### src/rtl/mseq_code_sched.sv
// mseq_code_sched: round-robin scheduler that hands the shared M-sequence
// generator to one requester at a time. It latches that requester's shift
// code, waits for the generator's frame boundary, then forwards one
// registered frame of chips.
//
// Output handshake: chip_out is meaningful only in cycles where chip_valid=1.
// There is no back-pressure, so each valid chip is taken in the cycle it is
// shown. chip_last marks the final valid chip. gnt is one-hot, or zero in IDLE.
module mseq_code_sched #(
  parameter int NREQ      = 4,
  parameter int FRAME_LEN = 63,
  parameter int CHIP_LAT  = 1,
  parameter int TMO       = 126
) (
  input  logic              clkin,
  input  logic              rstn,
  input  logic [NREQ-1:0]   req,
  input  logic [6*NREQ-1:0] req_code,
  output logic [NREQ-1:0]   gnt,
  output logic              chip_out,
  output logic              chip_valid,
  output logic              chip_last,
  output logic              busy,
  output logic              err,
  output logic [5:0]        gen_code,
  input  logic              gen_ready,
  input  logic              gen_out
);

  localparam int RW   = (NREQ > 1) ? $clog2(NREQ) : 1;
  localparam int MAXC = (FRAME_LEN > TMO) ? FRAME_LEN : TMO;
  localparam int CW   = $clog2(MAXC + 1);

  localparam logic [CW-1:0] FL_C       = CW'(FRAME_LEN);
  localparam logic [CW-1:0] FL_LAST_C  = CW'(FRAME_LEN - 1);
  localparam logic [CW-1:0] TMO_C      = CW'(TMO);
  localparam logic [CW-1:0] TMO_LAST_C = CW'(TMO - 1);
  localparam logic [CW-1:0] LAT_LAST_C = CW'((CHIP_LAT > 0) ? CHIP_LAT - 1 : 0);
  localparam logic [CW-1:0] ONE_C      = CW'(1);

  typedef enum logic [1:0] {S_IDLE, S_ARM, S_LAT, S_RUN} state_t;

  state_t            state_q, state_d;
  logic [NREQ-1:0]   gnt_q, gnt_d;
  logic [5:0]        gen_code_q, gen_code_d;
  logic [RW-1:0]     rr_q, rr_d;
  logic [CW-1:0]     cnt_q, cnt_d;
  logic              err_q, err_d;
  logic              chip_out_q, chip_out_d;
  logic              chip_valid_q, chip_valid_d;
  logic              chip_last_q, chip_last_d;

  logic              found;
  logic [RW-1:0]     win_idx;
  logic [RW-1:0]     arb_sel;
  logic [5:0]        code_sel;

  // Round-robin search starting at rr_q; picks the first asserted request.
  always_comb begin
    found    = 1'b0;
    win_idx  = '0;
    arb_sel  = '0;
    code_sel = '0;
    for (int k = 0; k < NREQ; k++) begin
      arb_sel = RW'((int'(rr_q) + k) % NREQ);
      if (!found && req[arb_sel]) begin
        found   = 1'b1;
        win_idx = arb_sel;
      end
    end
    for (int k = 0; k < NREQ; k++) begin
      if (RW'(k) == win_idx) code_sel = req_code[6*k +: 6];
    end
  end

  // Next-state and next-output logic. One counter serves all timed states:
  // ARM timeout, LAT delay and RUN chip count. It restarts at 0 on every state entry.
  always_comb begin
    state_d      = state_q;
    gnt_d        = gnt_q;
    gen_code_d   = gen_code_q;
    rr_d         = rr_q;
    cnt_d        = cnt_q;
    err_d        = err_q;
    chip_out_d   = 1'b0;
    chip_valid_d = 1'b0;
    chip_last_d  = 1'b0;
    case (state_q)
      S_IDLE: begin
        if (found) begin
          gnt_d      = NREQ'(1) << win_idx;
          gen_code_d = code_sel;
          rr_d       = (int'(win_idx) == NREQ - 1) ? '0 : win_idx + RW'(1);
          cnt_d      = '0;
          state_d    = S_ARM;
        end
      end
      S_ARM: begin
        if (gen_ready) begin
          cnt_d   = '0;
          state_d = (CHIP_LAT > 0) ? S_LAT : S_RUN;
        end else if (cnt_q >= TMO_LAST_C) begin
          // Generator never reached a frame boundary: give up without chips.
          err_d   = 1'b1;
          gnt_d   = '0;
          cnt_d   = '0;
          state_d = S_IDLE;
        end else if (cnt_q != TMO_C) begin
          cnt_d = cnt_q + ONE_C;
        end
      end
      S_LAT: begin
        if (cnt_q == LAT_LAST_C) begin
          cnt_d   = '0;
          state_d = S_RUN;
        end else begin
          cnt_d = cnt_q + ONE_C;
        end
      end
      S_RUN: begin
        if (cnt_q == FL_C) begin
          // The last chip is on the outputs now; drop the grant and return to IDLE.
          gnt_d   = '0;
          cnt_d   = '0;
          state_d = S_IDLE;
        end else begin
          chip_out_d   = gen_out;
          chip_valid_d = 1'b1;
          chip_last_d  = (cnt_q == FL_LAST_C);
          cnt_d        = cnt_q + ONE_C;
        end
      end
      default: begin
        gnt_d   = '0;
        cnt_d   = '0;
        state_d = S_IDLE;
      end
    endcase
  end

  // State and output registers with synchronous active-low reset.
  always_ff @(posedge clkin) begin
    if (!rstn) begin
      state_q      <= S_IDLE;
      gnt_q        <= '0;
      gen_code_q   <= '0;
      rr_q         <= '0;
      cnt_q        <= '0;
      err_q        <= 1'b0;
      chip_out_q   <= 1'b0;
      chip_valid_q <= 1'b0;
      chip_last_q  <= 1'b0;
    end else begin
      state_q      <= state_d;
      gnt_q        <= gnt_d;
      gen_code_q   <= gen_code_d;
      rr_q         <= rr_d;
      cnt_q        <= cnt_d;
      err_q        <= err_d;
      chip_out_q   <= chip_out_d;
      chip_valid_q <= chip_valid_d;
      chip_last_q  <= chip_last_d;
    end
  end

  assign gnt        = gnt_q;
  assign gen_code   = gen_code_q;
  assign err        = err_q;
  assign chip_out   = chip_out_q;
  assign chip_valid = chip_valid_q;
  assign chip_last  = chip_last_q;
  assign busy       = (state_q != S_IDLE);

endmodule
### config.mk
export PLATFORM = sky130hd
export DESIGN_NAME = mseq_code_sched
export DESIGN_NICKNAME = d
export VERILOG_FILES = /design/src/rtl/mseq_code_sched.sv
export SDC_FILE = /design/constraint.sdc
export NUM_CORES = 1
export LEC_CHECK = 0
export CAP_MARGIN = 10
export CORE_MARGIN = 1
export CORE_UTILIZATION = 45
export CTS_BUF_LIST = sky130_fd_sc_hd__clkbuf_8
export CTS_CLUSTER_SIZE = 30
export DETAILED_ROUTE_END_ITERATION = 8
export GPL_ROUTABILITY_DRIVEN = 0
export PLACE_DENSITY = 0.84
export SLEW_MARGIN = 10
export SYNTH_ARGS = -nofsm -noshare
export SYNTH_HDL_FRONTEND = slang
export SYNTH_SLANG_ARGS = --single-unit
### constraint.sdc
create_clock -name clkin -period 6 [get_ports clkin]
set_input_delay 1.2 -clock clkin [delete_from_list [all_inputs] [get_ports clkin]]
set_output_delay 1.2 -clock clkin [all_outputs]
set_load 0.05 [all_outputs]
## Word level (Yosys, flattened, before mapping)

Cells that the tools add are included.

- Output and inout port bits: 15
- Bits in registers: 25

- Add/sub/neg operators: 5
- Shift-type cells: 1
- Equal/unequal tests: 17
- Multiplexer cells: 40
- $lt $le $gt $ge: 5
- Reductions and logical operators: 18
- Bitwise gates (word level): 3

Operators with widths:

| operator | count |
|---|---|
| $mux 7 | 6 |
| $pmux 7 s4 | 1 |
| $mux 6 | 4 |
| $mux 2 | 10 |
| $mux 4 | 4 |
| $eq 7x6->1 const B | 2 |
| $lt 2x3->1 const B | 4 |
| $pmux 4 s3 | 1 |
| $ne 2x2->1 const B | 5 |
| $mux 1 | 9 |
| $bmux 1 s2 | 4 |
| $pmux 2 s4 | 1 |
| $add 7x1->7 const B | 1 |
| $ge 7x7->1 const B | 1 |
| $logic_not 7->1 | 1 |
| $ne 7x7->1 const B | 1 |
| $reduce_and 2->1 | 3 |
| $reduce_and 5->1 | 1 |
| $add 2x1->2 const B | 2 |
| $add 2x2->2 const B | 2 |
| $eq 2x1->1 const B | 2 |
| $eq 2x2->1 const A | 2 |
| $eq 2x2->1 const B | 2 |
| $logic_not 2->1 | 2 |
| 12 further kinds | 18 |

## Longest topological paths before layout

Gate-level depths: netlist of the first run.

- Depth in word-level cells: 17
- Mapped depth: 11
- Mapped depth without buffers: 10

## Worst setup path before layout of the first run

Ideal clock, no wire load.

- Kind: input to register
- Start point: input port req[2]
- End point: register gen_code_q[2], in the netlist gen_code[2]
- Arrival time: 2.829 ns
- Slack: 3.039 ns
- Library setup time: 0.131 ns
- Required time: 5.869 ns
- Stages: 10
- Path buffers: 1
- Cell sequence: mux2i_1 nor2_1 nor4_1 ha_1 clkbuf_1 nor2b_1 a221oi_1 nor3_1 a21oi_1 a21oi_1

- Cells in the longest elaborated chain, start to end: 17
- Elaborated cells between the ends (all ways): 31

RTL lines:

| what | RTL line | text |
|---|---|---|
| start, declared | 17 | `input logic [NREQ-1:0] req,` |
| $bmux 1 s2 | 66 | `if (!found && req[arb_sel]) begin` |
| $mux 1 (implied by the code) | 66 |  |
| $mux 1 | 66 |  |
| $logic_not 1->1 | 66 |  |
| $logic_and 1x1->1 | 66 |  |
| $mux 1 | 66 |  |
| $logic_not 1->1 | 66 |  |
| $logic_and 1x1->1 | 66 |  |
| $mux 1 | 66 |  |
| $logic_not 1->1 | 66 |  |
| $logic_and 1x1->1 | 66 |  |
| $mux 2 | 66 |  |
| $logic_not 2->1 | 72 | `if (RW'(k) == win_idx) code_sel = req_code[6*k +: 6];` |
| $mux 6 (4 in a row) | 72 |  |
| end signal, assigned | 156 | `gen_code_q <= gen_code_d;` |
| end, declared | 45 | `logic [5:0] gen_code_q, gen_code_d;` |

Several ways; a longest one is shown, not always the timed one. The select of a mux whose other input is x is not followed.
A chain may end at the register's enable or synchronous reset.

## Final worst setup path of the first run

- Start point: input port req[0]
- End point: register gen_code_q[1], in the netlist gen_code[1]

The elaborated chain is that of the path after synthesis.

==> results of run 1 <==
## registers in the layout (all words and copies together) (netlist names), named ones only
name	flops
chip_last	1
gnt	4
chip_out	1
chip_valid	1
rr_q	2
cnt_q	7
gen_code	6
err	1
state_q	1
## cell families after synthesis
family,count (synthesis),synth area share
compound gates,54,0.223
fa+ha+maj,8,0.0645
buf+inv,22,0.0637
flops,25,0.323
mux,7,0.0452
simple gates,79,0.281
## cells in the mapped netlist, drive strengths merged (2+ instances only)
cell type	count	area share
clkbuf	8	0.019
or3	4	0.016
nor3b	2	0.0097
ha	8	0.065
nor3	7	0.023
o21ai	10	0.032
inv	10	0.024
nand3b	4	0.019
dfxtp	25	0.32
o21a	2	0.0097
a41oi	2	0.011
and4	2	0.011
a221oi	5	0.028
buf	4	0.020
nand4	3	0.012
and3	2	0.0081
nand3	7	0.023
a21boi	5	0.024
nor2b	11	0.044
or2	2	0.0081
nor4	3	0.012
nand2b	2	0.0081
a31oi	2	0.0081
nand2	15	0.036
nor2	10	0.024
mux2i	7	0.045
a21oi	20	0.065
## path summary, 6_finish.rpt
kind	startpoint	end	slack, ps
worst max register to register	rr_q[1]$_SDFFE_PN0P_	gen_code[1]$_SDFFE_PN0P_	3470
worst min-delay path	gnt[2]$_SDFFE_PN0P_	gnt[2]$_SDFFE_PN0P_	460
worst min register to register	gnt[2]$_SDFFE_PN0P_	gnt[2]$_SDFFE_PN0P_	460
worst max-delay path	req[0]	gen_code[1]$_SDFFE_PN0P_	2540
## worst max-delay path, cell delays in order
cell and delay (ps):
clkdlybuf4s50_1 480, mux2i_1 170, nor2_1 70, nor4_1 480, inv_1 140, ha_1 260
nor2b_1 190, a221oi_1 310, nor3_1 90, a21oi_1 130, a21oi_1 70
## power by group through the flow
stage	Combinational [µW]	Clock, µW	Sequential [µW]
2_1_floorplan	126	0	251
3_3_place_gp	245	0	206
3_5_place_dp	247	0	207
4_1_cts	248	105	203
5_1_grt	269	115	207
6_report	248	101	204
## layout make-up
cell class | count | area (µm²) | area share
clock inverter | 1 | 7.51 | 0.00365
clock buffer | 3 | 41.3 | 0.0201
timing repair buffer | 46 | 460 | 0.224
sequential | 25 | 500 | 0.244
multi-input combinational | 148 | 952 | 0.463
tap | 44 | 55.1 | 0.0268
inverter | 10 | 37.5 | 0.0183
## layer usage
metal	vias to the layer above	wire, µm	share of wire
met2	38	1870	0.50
met4	0	8	0.0021
met5	-	0	0
met3	2	133	0.036
li1	783	-	-
met1	709	1720	0.46
## cell usage in the layout (no fill, tap or decap), drive strengths merged, types with 2 or more instances in the layout
master | netlist | routed
or2 | 2 | 2
a21oi | 20 | 20
a21boi | 5 | 5
a31oi | 2 | 2
nor3b | 2 | 2
nand3b | 4 | 4
and3 | 2 | 2
mux2i | 7 | 7
nand3 | 7 | 7
o21ai | 10 | 10
nand4 | 3 | 3
a41oi | 2 | 2
nor3 | 7 | 7
nor2 | 10 | 10
nand2 | 15 | 15
or3 | 4 | 4
a221oi | 5 | 5
and4 | 2 | 2
inv | 10 | 10
clkbuf | 8 | 3
nor2b | 11 | 11
o21a | 2 | 2
dfxtp | 25 | 25
nor4 | 3 | 3
clkdlybuf4s50 | 0 | 46
ha | 8 | 8
nand2b | 2 | 2
## stage by stage
stage / cells / hold WS, ps / utilization / area, µm² / power, µW
after detailed placement: 273 / 456 / 0.636 / 2010 / 454
after floorplan: 195 / 509 / - / 1550 / 377
after CTS: 277 / 470 / 0.652 / 2050 / 556
final: 277 / 462 / 0.652 / 2050 / 552
after global placement: 273 / 445 / 0.636 / 2010 / 451
after global routing: 277 / 487 / 0.652 / 2050 / 591
==> results.cfg, run 1 <==
[global_route]
grt_pass1_wl_mm = 5.91
grt_util_met3 = 0.0448
globalRoute.busiestLayer = met2
met2_usage = 0.372
grt_use_met1 = 0.273
antenna_found_initial = 0
grt_max_degree = 29
grt_usage = 0.211
grt_overflow = 0
grt_pass1_vias = 1359

[die]
initial_core_util = 0.492
core.rowCount = 20
io_pins = 47
die_area_um2 = 3690
design.core.area_um2 = 3150
die_w_um = 60.7
die_height_um = 60.7

[logic_synthesis]
synthCells = 195
synth_nets = 235
yosysWarnings = 0
ys_seq_area_frac = 0.323
ys_ff_latch = 25
netlist_area_um2 = 1550
synth-edff-count = 0
syn_avg_cell_area_um2 = 7.96
async_reset_ff_frac = 0
synth_cell_type_count = 45
ys.flop_type = dfxtp_1

[placement]
hpwl_mm = 2.81
post-place-ws_ps = 2270
portBuffers = 46

[critical_path]
critPathCaptureType = flip-flop
arrival_ps = 3580
reg2reg_depth = 10
startpoint_type = input port
worst-setup-path-type = input port to flip-flop
required_ps = 6120
cp_max_fo = 6

[power]
vdd_drop_max_mv = 0.171
switchingPower_uw = 215
p_leak_uw = 0.000776
p_clk_frac = 0.183
pwr-share-seq = 0.368
power_frac_comb = 0.449
p_int_uw = 337
switching_share = 0.390
power.density_nw_per_um2 = 269

[timing]
setup_violations = 0
fin_crit_sh = 0.577
skew_ps = 3.73
timing.fmax_mhz = 289
finalHoldViolations = 0
fin_crit_ps = 3460
slew_headroom = 0.378
worstMarginPinSlew_ps = 929
fin_ws_ps = 2540
slew_viol_final = 0
fin_tns_setup_ps = 0
rsz0062_at_grt = no

[drt]
vias = 1532
firstDrtPassIters = 4
wl_per_cell_um = 13.5
drc = 0
vias_per_cell = 5.53
wl_mm = 3.73
dr.first_iter.drc_count = 57
antenna_left = 0

[clock_tree]
cts_resized = 0
root_buffer = clkbuf_8
htreeDepth = 1
cts_max_path_buffers = 2
worstSkewPairLatency_ps = 270
cts_made_buffers = 3
cts.sinks = 25
cts_tree = done
post-cts-setup-buffers = 0
cts_hold_buf = 0
clk_pin_slew_ps = 90

[outcome]
status = finished, final reports clean

[layout]
final_nets = 274
area_delta_synth_final_pct = 32.4
num-fill-cells = 272
diodes = 0
drive_above_1_share = 0.0258

[worst_hold_path]
min_path_cells = 2
hold_class = flip-flop to flip-flop

[job]
max_cap_viol_count = 0
No activity file was read; power rests on OpenSTA's default activity.
==> run 2: changes to the inputs <==
--- a/config.mk
+++ b/config.mk
@@ -7,12 +7,12 @@
 export LEC_CHECK = 0
 export CAP_MARGIN = 10
 export CORE_MARGIN = 1
-export CORE_UTILIZATION = 45
+export CORE_UTILIZATION = 44
 export CTS_BUF_LIST = sky130_fd_sc_hd__clkbuf_8
 export CTS_CLUSTER_SIZE = 30
 export DETAILED_ROUTE_END_ITERATION = 8
 export GPL_ROUTABILITY_DRIVEN = 0
-export PLACE_DENSITY = 0.84
+export PLACE_DENSITY = 0.86
 export SLEW_MARGIN = 10
 export SYNTH_ARGS = -nofsm -noshare
 export SYNTH_HDL_FRONTEND = slang
==> constraint.sdc (replaced) <==
create_clock -name clkin -period 2.85 [get_ports clkin]
set_input_delay 0.57 -clock clkin [delete_from_list [all_inputs] [get_ports clkin]]
set_output_delay 0.57 -clock clkin [all_outputs]
set_load 0.05 [all_outputs]
==> results.cfg, run 2 (synthesis results as in run 1) <==
[timing]
timing.fmax_mhz = 368
slew_headroom = 0.396
slew_viol_final = 0
skew_ps = 5.22
rsz0062_at_grt = no
setup_violations = 0
worstMarginPinSlew_ps = 903
fin_crit_ps = 2720
fin_crit_sh = 0.953
finalHoldViolations = 0

[layout]
layout_commonest_cell = clkdlybuf4s50_1
drive_above_1_share = 0.0504
stdcell_count = 284
largest_reg_flops = 7
seq_area_um2 = 500
multiInputGateArea_um2 = 958
final_nets = 279
num-fill-cells = 308
final_cell_mix = clkdlybuf4s50_1, dfxtp_1, a21oi_1
area_delta_synth_final_pct = 35.7
diodes = 0
fin_util = 0.626
regMostFlops = cnt_q

[clock_tree]
htreeDepth = 1
post-cts-setup-buffers = 0
cts_made_buffers = 3
root_buffer = clkbuf_8
cts.sinks = 25
cts_tree = done
worstSkewPairLatency_ps = 270
clk_pin_slew_ps = 90
cts_hold_buf = 0
cts_max_path_buffers = 2

[drt]
wl_met3_um = 126
top_layer = met4
wl_per_cell_um = 14.0
wl_met2_mm = 1.99
firstDrtPassIters = 4
vias_per_cell = 5.56
antenna_left = 0
drc = 0
dr.first_iter.drc_count = 89
met1_length_mm = 1.82
vias = 1579
wl_mm = 3.98

[placement]
portBuffers = 46
hpwl_mm = 2.95
dp_cells = 280

[global_route]
grt_pass1_wl_mm = 6.06
grt_pass1_vias = 1387
antenna_found_initial = 0
grt_overflow = 0
grt_max_degree = 16
grt_usage = 0.213

[power]
pwr-share-seq = 0.357
vdd_drop_max_mv = 0.341
switchingPower_uw = 476
p_leak_uw = 0.000821
power.density_nw_per_um2 = 572
p_clk_frac = 0.181
p_int_uw = 729
power_frac_comb = 0.462
switching_share = 0.395

[die]
core.rowCount = 21
die_height_um = 61.4
initial_core_util = 0.461
die_w_um = 61.4
io_pins = 47
design.core.area_um2 = 3360
die_area_um2 = 3770

[critical_path]
required_ps = 2970
cp_max_fo = 8
startpoint_type = input port
arrival_ps = 2840
worst-setup-path-type = input port to flip-flop
critPathCaptureType = flip-flop

[job]
max_cap_viol_count = 0

[outcome]
status = finished, final reports clean

[worst_hold_path]
hold_class = flip-flop to flip-flop
## run 2: cell types whose count changed in the layout (fill, tap and decap cells not counted)
cell / before / now
nor4_2: 0 / 1
dlymetal6s2s_1: 0 / 2
buf_4: 0 / 5
nor4_1: 3 / 2
clkdlybuf4s50_1: 46 / 44
## run 2: worst max-delay path, cell delays in order
cell and delay [ps]:
clkdlybuf4s50_1 480, nor4_1 510, nor4_2 100, buf_4 160
ha_1 200, buf_4 170, a221oi_1 270, nor3_1 70
a21oi_1 200, a21oi_1 110
## run 2: power groups by stage
stage / clock network (µW) / logic, µW / registers, µW
CTS: 226 / 552 / 429
global placement: 0 / 537 / 434
finish: 218 / 557 / 430
global route: 234 / 599 / 436
floorplan: 0 / 264 / 529
detailed placement: 0 / 547 / 436
## run 2: per-layer routing
metal | vias up | GRT usage
met4 | 0 | 0.0603
li1 | 793 | -
met1 | 737 | 0.287
met5 | - | 0
met3 | 4 | 0.00630
met2 | 45 | 0.374
## run 2: path summary, 6_finish.rpt
| path | start | end | slack, ps | depth (start not counted) |
|---|---|---|---|---|
| max | req[1] | gen_code[2]$_SDFFE_PN0P_ | 130 | 10 |
| min | gnt[2]$_SDFFE_PN0P_ | gnt[2]$_SDFFE_PN0P_ | 460 | 2 |
| max reg2reg | rr_q[1]$_SDFFE_PN0P_ | gen_code[2]$_SDFFE_PN0P_ | 470 | 10 |
| min reg2reg | gnt[2]$_SDFFE_PN0P_ | gnt[2]$_SDFFE_PN0P_ | 460 | 2 |
## run 2: through the flow
step	TNS, ps	hold WS, ps	cell area, µm²	worst slack (ps)	total power [µW]
6_report	0	460	2110	134	1200
5_1_grt	0	501	2110	17.6	1270
4_1_cts	0	466	2090	166	1210
3_5_place_dp	-457	452	2050	-126	983
3_3_place_gp	0	444	2050	4.25	971
2_1_floorplan	0	509	1550	519	793
## run 2: what timing repair did
item / CTS / global route
endpoints found under the setup margin: 0 / 6
endpoints found under the hold margin: 0 / 0
resized for setup: 0 / 3
## run 2: area by class of cell
cell class,instances,area share
multi-input cells,148,0.455
repair buffers,51,0.239
flip-flops and latches,25,0.238
well taps,46,0.0273
clock buffers,3,0.0196
inverters,10,0.0178
clock inverters,1,0.00357
